===== src/rtl/button_pkg.sv =====
// Shared types and defaults for the button debouncer.
package button_pkg;

  localparam int unsigned STABLE_COUNT_DEFAULT = 4;

  typedef enum logic [1:0] {
    StReleased,
    StPressCheck,
    StPressed,
    StReleaseCheck
  } state_t;

endpackage


===== src/rtl/sync_2ff.sv =====
// Two-flop synchronizer for a single asynchronous input into the clock_in domain.
module sync_2ff (
  input  logic clock_in,
  input  logic reset,
  input  logic d,
  output logic q
);

  logic meta_q, meta_d;
  logic sync_q, sync_d;

  always_comb begin
    meta_d = d;
    sync_d = meta_q;
  end

  always_ff @(posedge clock_in) begin
    if (reset) begin
      meta_q <= 1'b0;
      sync_q <= 1'b0;
    end else begin
      meta_q <= meta_d;
      sync_q <= sync_d;
    end
  end

  assign q = sync_q;

endmodule


===== src/rtl/button_debouncer.sv =====
// Debounces a mechanical button by requiring STABLE_COUNT identical samples on sample_clk ticks,
// producing a registered level plus one-cycle press/release strobes.
module button_debouncer
  import button_pkg::*;
#(
  parameter int unsigned STABLE_COUNT = STABLE_COUNT_DEFAULT
) (
  input  logic clock_in,
  input  logic reset,
  input  logic sample_clk,
  input  logic button_in,
  output logic button_level,
  output logic press_pulse,
  output logic release_pulse
);

  localparam int unsigned CntW = $clog2(STABLE_COUNT + 1);
  localparam logic [CntW-1:0] CntMax = CntW'(STABLE_COUNT);
  localparam logic [CntW-1:0] CntOne = CntW'(1);

  logic btn_sync;
  logic sample_d_q, sample_d_d;
  logic sample_tick;

  state_t state_q, state_d;
  logic [CntW-1:0] cnt_q, cnt_d, cnt_inc;
  logic level_q, level_d;
  logic press_q, press_d;
  logic release_q, release_d;

  sync_2ff u_sync (
    .clock_in (clock_in),
    .reset    (reset),
    .d        (button_in),
    .q        (btn_sync)
  );

  // sample_d_q resets high so a sample_clk already high at reset release does not tick.
  always_comb begin
    sample_d_d  = sample_clk;
    sample_tick = sample_clk & ~sample_d_q;
  end

  always_comb begin
    state_d = state_q;
    cnt_d   = cnt_q;
    cnt_inc = cnt_q + CntOne;
    if (sample_tick) begin
      unique case (state_q)
        StReleased: begin
          if (btn_sync) begin
            state_d = StPressCheck;
            cnt_d   = CntOne;
          end else begin
            cnt_d = '0;
          end
        end
        StPressCheck: begin
          if (btn_sync) begin
            if (cnt_inc == CntMax) begin
              state_d = StPressed;
              cnt_d   = '0;
            end else begin
              cnt_d = cnt_inc;
            end
          end else begin
            state_d = StReleased;
            cnt_d   = '0;
          end
        end
        StPressed: begin
          if (!btn_sync) begin
            state_d = StReleaseCheck;
            cnt_d   = CntOne;
          end else begin
            cnt_d = '0;
          end
        end
        StReleaseCheck: begin
          if (!btn_sync) begin
            if (cnt_inc == CntMax) begin
              state_d = StReleased;
              cnt_d   = '0;
            end else begin
              cnt_d = cnt_inc;
            end
          end else begin
            state_d = StPressed;
            cnt_d   = '0;
          end
        end
        default: begin
          state_d = StReleased;
          cnt_d   = '0;
        end
      endcase
    end
  end

  // Outputs are registered from the next state so they line up with state_q.
  always_comb begin
    level_d   = (state_d == StPressed) || (state_d == StReleaseCheck);
    press_d   = level_d & ~level_q;
    release_d = ~level_d & level_q;
  end

  always_ff @(posedge clock_in) begin
    if (reset) begin
      sample_d_q <= 1'b1;
      state_q    <= StReleased;
      cnt_q      <= '0;
      level_q    <= 1'b0;
      press_q    <= 1'b0;
      release_q  <= 1'b0;
    end else begin
      sample_d_q <= sample_d_d;
      state_q    <= state_d;
      cnt_q      <= cnt_d;
      level_q    <= level_d;
      press_q    <= press_d;
      release_q  <= release_d;
    end
  end

  assign button_level  = level_q;
  assign press_pulse   = press_q;
  assign release_pulse = release_q;

endmodule


===== config.mk =====
export PLATFORM = sky130hd
export DESIGN_NAME = button_debouncer
export DESIGN_NICKNAME = d
export VERILOG_FILES = /design/src/rtl/button_pkg.sv /design/src/rtl/sync_2ff.sv /design/src/rtl/button_debouncer.sv
export SDC_FILE = /design/constraint.sdc
export NUM_CORES = 1
export LEC_CHECK = 0
export BUFFER_PORTS_ARGS = -buffer_cell sky130_fd_sc_hd__buf_4
export CORE_AREA = 2 2 39 41
export CTS_BUF_LIST = sky130_fd_sc_hd__clkbuf_4 sky130_fd_sc_hd__clkbuf_8 sky130_fd_sc_hd__clkbuf_16
export CTS_CLUSTER_SIZE = 10
export DETAILED_ROUTE_END_ITERATION = 7
export DIE_AREA = 0 0 41 43
export GPL_TIMING_DRIVEN = 0
export PLACE_DENSITY = 0.54
export SETUP_SLACK_MARGIN = 0.1
export SLEW_MARGIN = 30
export SYNTH_ARGS = -nofsm -noshare
export SYNTH_HDL_FRONTEND = slang
export SYNTH_SLANG_ARGS = --single-unit

===== constraint.sdc =====
create_clock -name clock_in -period 4.1 [get_ports clock_in]
set_input_delay 0.205 -clock clock_in [delete_from_list [all_inputs] [get_ports clock_in]]
set_output_delay 0.205 -clock clock_in [all_outputs]
set_load 0.02 [all_outputs]

**After elaboration in Yosys (flattened, before gate mapping)**

Cells that the tools add are included.

- $add $sub $neg: 1
- $mul: 0
- Div/mod/pow operators: 0
- Magnitude comparators: 0
- Equality and inequality tests: 6
- Shifts and indexed selects: 0
- Muxes and demuxes: 14
- Bitwise logic cells: 6
- Reduce and logical (&&, ||, !) cells: 2

Operator list:

| kind | count |
|---|---|
| 2-bit 2-to-1 mux | 7 |
| 3-bit case mux with 4 select lines | 1 |
| 3-bit 2-to-1 mux | 3 |
| 2-bit equality test (second input constant) | 4 |
| 2-bit case mux with 4 select lines | 1 |
| 3-bit by 1-bit adder with 3-bit output (second input constant) | 1 |
| 1-bit AND | 3 |
| 3-bit equality test (second input constant) | 1 |
| 1-bit inverter | 3 |
| 2-bit by 1-bit equality test with 1-bit output (second input constant) | 1 |
| 2-bit logical NOT | 1 |
| 1-bit 2-to-1 mux | 2 |
| 1-bit logical OR | 1 |

- Bits in registers: 11
- Bits in latches: 0
- RAM bits: 0
- Memory bits (read-only): 0
- Output and inout bits: 3
- Logic and storage cells: 37
- Memories: 0

**Depth between registers and ports, before layout**

- Depth after elaboration: 10
- Gate-level depth with buffers: 5
- Depth with buffers taken out: 5

**By module**

Synthesis repeated with hierarchy kept, for this count alone.

- Cells, all modules: 44
- Area, all modules: 432.9 um^2

By module, submodules not included:

| module | times used | cells each | area an instance (um^2) | sequential area each (um^2) |
|---|---|---|---|---|
| button_debouncer | 1 | 40 | 380.4 | 180.2 |
| sync_2ff | 1 | 4 | 52.6 | 40.0 |

**Least setup slack after synthesis**

Ideal clock, no wire load.

- Path type: register to register
- From: register cnt_q[0]
- To: register release_q (netlist: release_pulse)
- Arrival: 1271 ps
- Required time: 4040 ps
- Path slack: 2769 ps
- Stages on the path, launching flop included: 6
- Clock period less this slack: 1331 ps
- Path through: dfxtp_1 -> ha_1 -> xnor2_1 -> nor3_2 -> mux2i_1 -> and3b_1

- Word-level cells in the longest chain between the ends: 10

RTL lines:

| what | line | RTL |
|---|---|---|
| start, declared | button_debouncer.sv:26 | `logic [CntW-1:0] cnt_q, cnt_d, cnt_inc;` |
| start signal, assigned | button_debouncer.sv:118 | `cnt_q <= cnt_d;` |
| 3-bit by 1-bit adder with 3-bit output * | button_debouncer.sv:47 | `cnt_inc = cnt_q + CntOne;` |
| 3-bit equality test * | button_debouncer.sv:60, button_debouncer.sv:81 |  |
| 2-bit 2-to-1 mux, on equally long branches | button_debouncer.sv:81, button_debouncer.sv:60 |  |
| 2-bit 2-to-1 mux, on equally long branches | button_debouncer.sv:80, button_debouncer.sv:59 |  |
| 2-bit case mux with 4 select lines * | button_debouncer.sv:49 | `unique case (state_q)` |
| 2-bit 2-to-1 mux * | button_debouncer.sv:48 | `if (sample_tick) begin` |
| 2-bit equality test | button_debouncer.sv:102 | `level_d = (state_d == StPressed) \|\| (state_d == StReleaseCheck);` |
| 1-bit logical OR * | button_debouncer.sv:102 |  |
| 1-bit inverter * | button_debouncer.sv:104 | `release_d = ~level_d & level_q;` |
| 1-bit AND * | button_debouncer.sv:104 |  |
| end signal, assigned | button_debouncer.sv:121 | `release_q <= release_d;` |
| end, declared | button_debouncer.sv:29 | `logic release_q, release_d;` |

Every way passes the cells marked *; elsewhere a longest branch is shown, timed or not.
A chain may end at the register's enable or synchronous reset.

**Worst setup path in the final report**

Ends and elaborated chain as after synthesis.

==> run_results.csv <==
group,metric,value,unit
cells_and_area,layout_common_cells,"dfxtp_1 (11), buf_4 (6), nor2_1 (5)",
global_routing,use_met3,4.71,%
detailed_routing,drc,0,
clock_network,holdBufCountCts,0,
detailed_routing,via_count,304,
global_routing,top_usage_layer,"met4",
critical_path,crit_required,4.31,ns
synth,avgSynthCellArea,10.2,sq um
cells_and_area,fin_nets,61,
critical_path,crit_type,"register to register",
global_routing,first_global_vias,272,
critical_path,cp_data_arrival_time,1.70,ns
clock_network,cts_tree,"done",
run,drv_cap,0,
power_and_ir_drop,p_comb_share,5.0,%
synth,yosysWarnings,0,
global_routing,grt_usage,10.4,%
hold_path,min-delay-start,"button_in",
critical_path,rr_worst_depth,5,
hold_path,min_to,"u_sync.meta_q",
critical_path,rr_endpoint,"release_pulse",
sta,post-route-period-util,36.2,%
detailed_routing,dr.pass1.iters,4,
floorplanning,dieHeight,43,microns
sta,setup_viol,0,
hold_path,hold_class,"primary input to register",
power_and_ir_drop,power.switching,42.1,uW
floorplanning,num_rows,14,
sta,finalSetupTns,0,ns
sta,fin_skew,0.00220,ns
power_and_ir_drop,power_frac_clock,38.2,%
synth,synth_area_leaders,"dfxtp_1 (49%), ha_1 (5.6%), mux2i_1 (4.5%), nor2_1 (4.2%), nor2b_1 (4.2%)",
synth,syn_area,448,sq um
sta,rsz0062_at_grt,"false",
sta,worst-slew-pin-transition,0.398,ns
floorplanning,die_x,41,microns
clock_network,root_buffer,"clkbuf_4",
synth,synth_fp_nets,50,
critical_path,r2r_start,"cnt_q[0]",
synth,netlist_instances,44,
synth,yosysTopAreaCell,"dfxtp_1",
synth,seq_area_frac_synth,49.2,%
detailed_routing,wl,652,microns
placement,place.gp.congestion,0.702,
critical_path,crit_path_start_kind,"register",
synth,synth_top_cell_area_share,49.2,%
critical_path,rrSetupSlack,2.62,ns
placement,hpwlAfterDp,457,microns
floorplanning,initial_utilization,32.4,%
power_and_ir_drop,p_leak,0.230,nW
cells_and_area,drive_above_1_share,27.8,%
clock_network,cts-resized-gates,0,
global_routing,grt_start_max_net_pins,11,
power_and_ir_drop,seq_power_share,56.8,%
placement,io_buffer_count,6,
sta,holdWs,0.148,ns
critical_path,slowest_delay,0.34,ns
status,status,"completed",
placement,place_ws,2.61,ns
critical_path,cp-end-kind,"register",
synth,ys_types,19,
global_routing,grt_pass1_wl,1.09,mm
power_and_ir_drop,power.density,355,nW/um^2
floorplanning,core,1380,sq um
global_routing,grt_util_met1,9.54,%
sta,setup_ws,2.62,ns
power_and_ir_drop,total_power,192,uW
clock_network,clk_pin_slew_worst_paths,0.07,ns
critical_path,critPathSlowestCell,"dfxtp_1",
power_and_ir_drop,ir_drop,180,uV
clock_network,clock-sinks,11,
detailed_routing,viasPerCell,4.34,
clock_network,htree_num_levels,1,
sta,slew_violations,0,
global_routing,antenna_found_initial,0,
clock_network,clk_latency,0.26,ns
cells_and_area,diodes,0,
sta,max_freq,674,MHz
detailed_routing,ant_nets,0,
critical_path,cp_max_fo,4,
critical_path,crit_chain,"ha_1, xnor2_1, nor3_2, mux2i_1, and3b_1",
sta,relSlewSlack,73.5,%
power_and_ir_drop,power.share.switching,21.9,%
power_and_ir_drop,p_int,150,uW
cells_and_area,syn_to_final_growth,20.7,%
sta,final_hold_viol_count,0,
cells_and_area,final_common_cell,"dfxtp_1",
clock_network,cts_buffer_depth,2,
detailed_routing,routedWlPerCell,9.31,microns
detailed_routing,drt_iter0_drc,5,
global_routing,grt_util_met2,13.8,%
floorplanning,dieArea,1760,sq um
floorplanning,ios,7,
clock_network,cts_setup_buffers,0,
sta,fin_crit,1.48,ns
synth,ys_ff_latch,11,
clock_network,cts_made_buffers,3,
hold_path,hold_depth,2,
global_routing,overflow,0,
## how the worst max path moves through the flow
| stage | start | end | slack, ns | depth (start not counted) |
|---|---|---|---|---|
| floorplan | cnt_q[0] | release_pulse | 2.77 | 5 |
| global placement | cnt_q[0] | release_pulse | 2.63 | 5 |
| detailed placement | cnt_q[0] | release_pulse | 2.61 | 5 |
| CTS | cnt_q[0] | release_pulse | 2.60 | 5 |
| global route | cnt_q[0] | release_pulse | 2.47 | 5 |
| finish | cnt_q[0] | release_pulse | 2.62 | 5 |
## logic make-up (layout without fill, tap and decap cells)
logic type | count (synthesis) | in the layout | synth area share [%]
buffers and inverters | 2 | 12 | 3.35
and+or+nand+nor | 19 | 19 | 25.1
adders and majority gates | 2 | 2 | 5.59
xor gates and xnor gates | 2 | 2 | 3.91
DFF | 11 | 11 | 49.2
muxes | 2 | 2 | 4.47
AOI/OAI and AO/OA | 6 | 6 | 8.38
## Yosys cell counts
library cell	instances
a21oi_1	3
a22oi_1	1
and3b_1	1
buf_6	1
clkbuf_1	1
dfxtp_1	11
ha_1	2
mux2i_1	2
nand2_1	3
nand2b_4	1
nor2_1	5
nor2b_1	3
nor3_1	2
nor3_2	1
nor3b_1	2
o21ai_0	1
o21ba_2	1
or2_2	1
xnor2_1	2
## critical path, delay by kind of cell (launching register included)
| family | cells | cell delay (ns) |
|---|---|---|
| xor gates and xnor gates | 1 | 0.16 |
| adders and majority gates | 1 | 0.24 |
| DFF | 1 | 0.34 |
| muxes | 1 | 0.34 |
| and+or+nand+nor | 2 | 0.35 |
## sequential cells by signal (all words and copies together), names as in the netlist
signal / flops
sample_d_q: 1
press_pulse: 1
cnt_q: 3
state_q: 2
release_pulse: 1
u_sync.q: 1
button_level: 1
u_sync.meta_q: 1
## per-stage QoR
step	area, sq um	utilization, %	cells
3_5_place_dp	513	37.1	66
2_1_floorplan	448	-	44
4_1_cts	541	39.1	70
3_3_place_gp	513	37.1	66
5_1_grt	541	39.1	70
6_report	541	39.1	70
## area by class of cell
class	instances	area (sq um)
fill	150	843
sequential	11	220
multi-input combinational	31	213
timing repair buffer	6	45.0
clock buffer	3	22.5
tap	16	20.0
buffer	2	15.0
clock inverter	1	5.00
## power groups by stage
stage	Combinational, mW	Clock [mW]	Sequential, mW
final	0.00967	0.0733	0.109
after global routing	0.0107	0.0845	0.109
after CTS	0.00980	0.0771	0.109
after detailed placement	0.00975	0	0.112
after global placement	0.00979	0	0.112
after floorplan	0.00621	0	0.111
## routing by layer
metal	wire, microns	up-vias
met5	0	-
met4	15	0
met3	17	2
met2	304	3
met1	314	133
li1	-	166
Power figures use the tool's default switching activity.
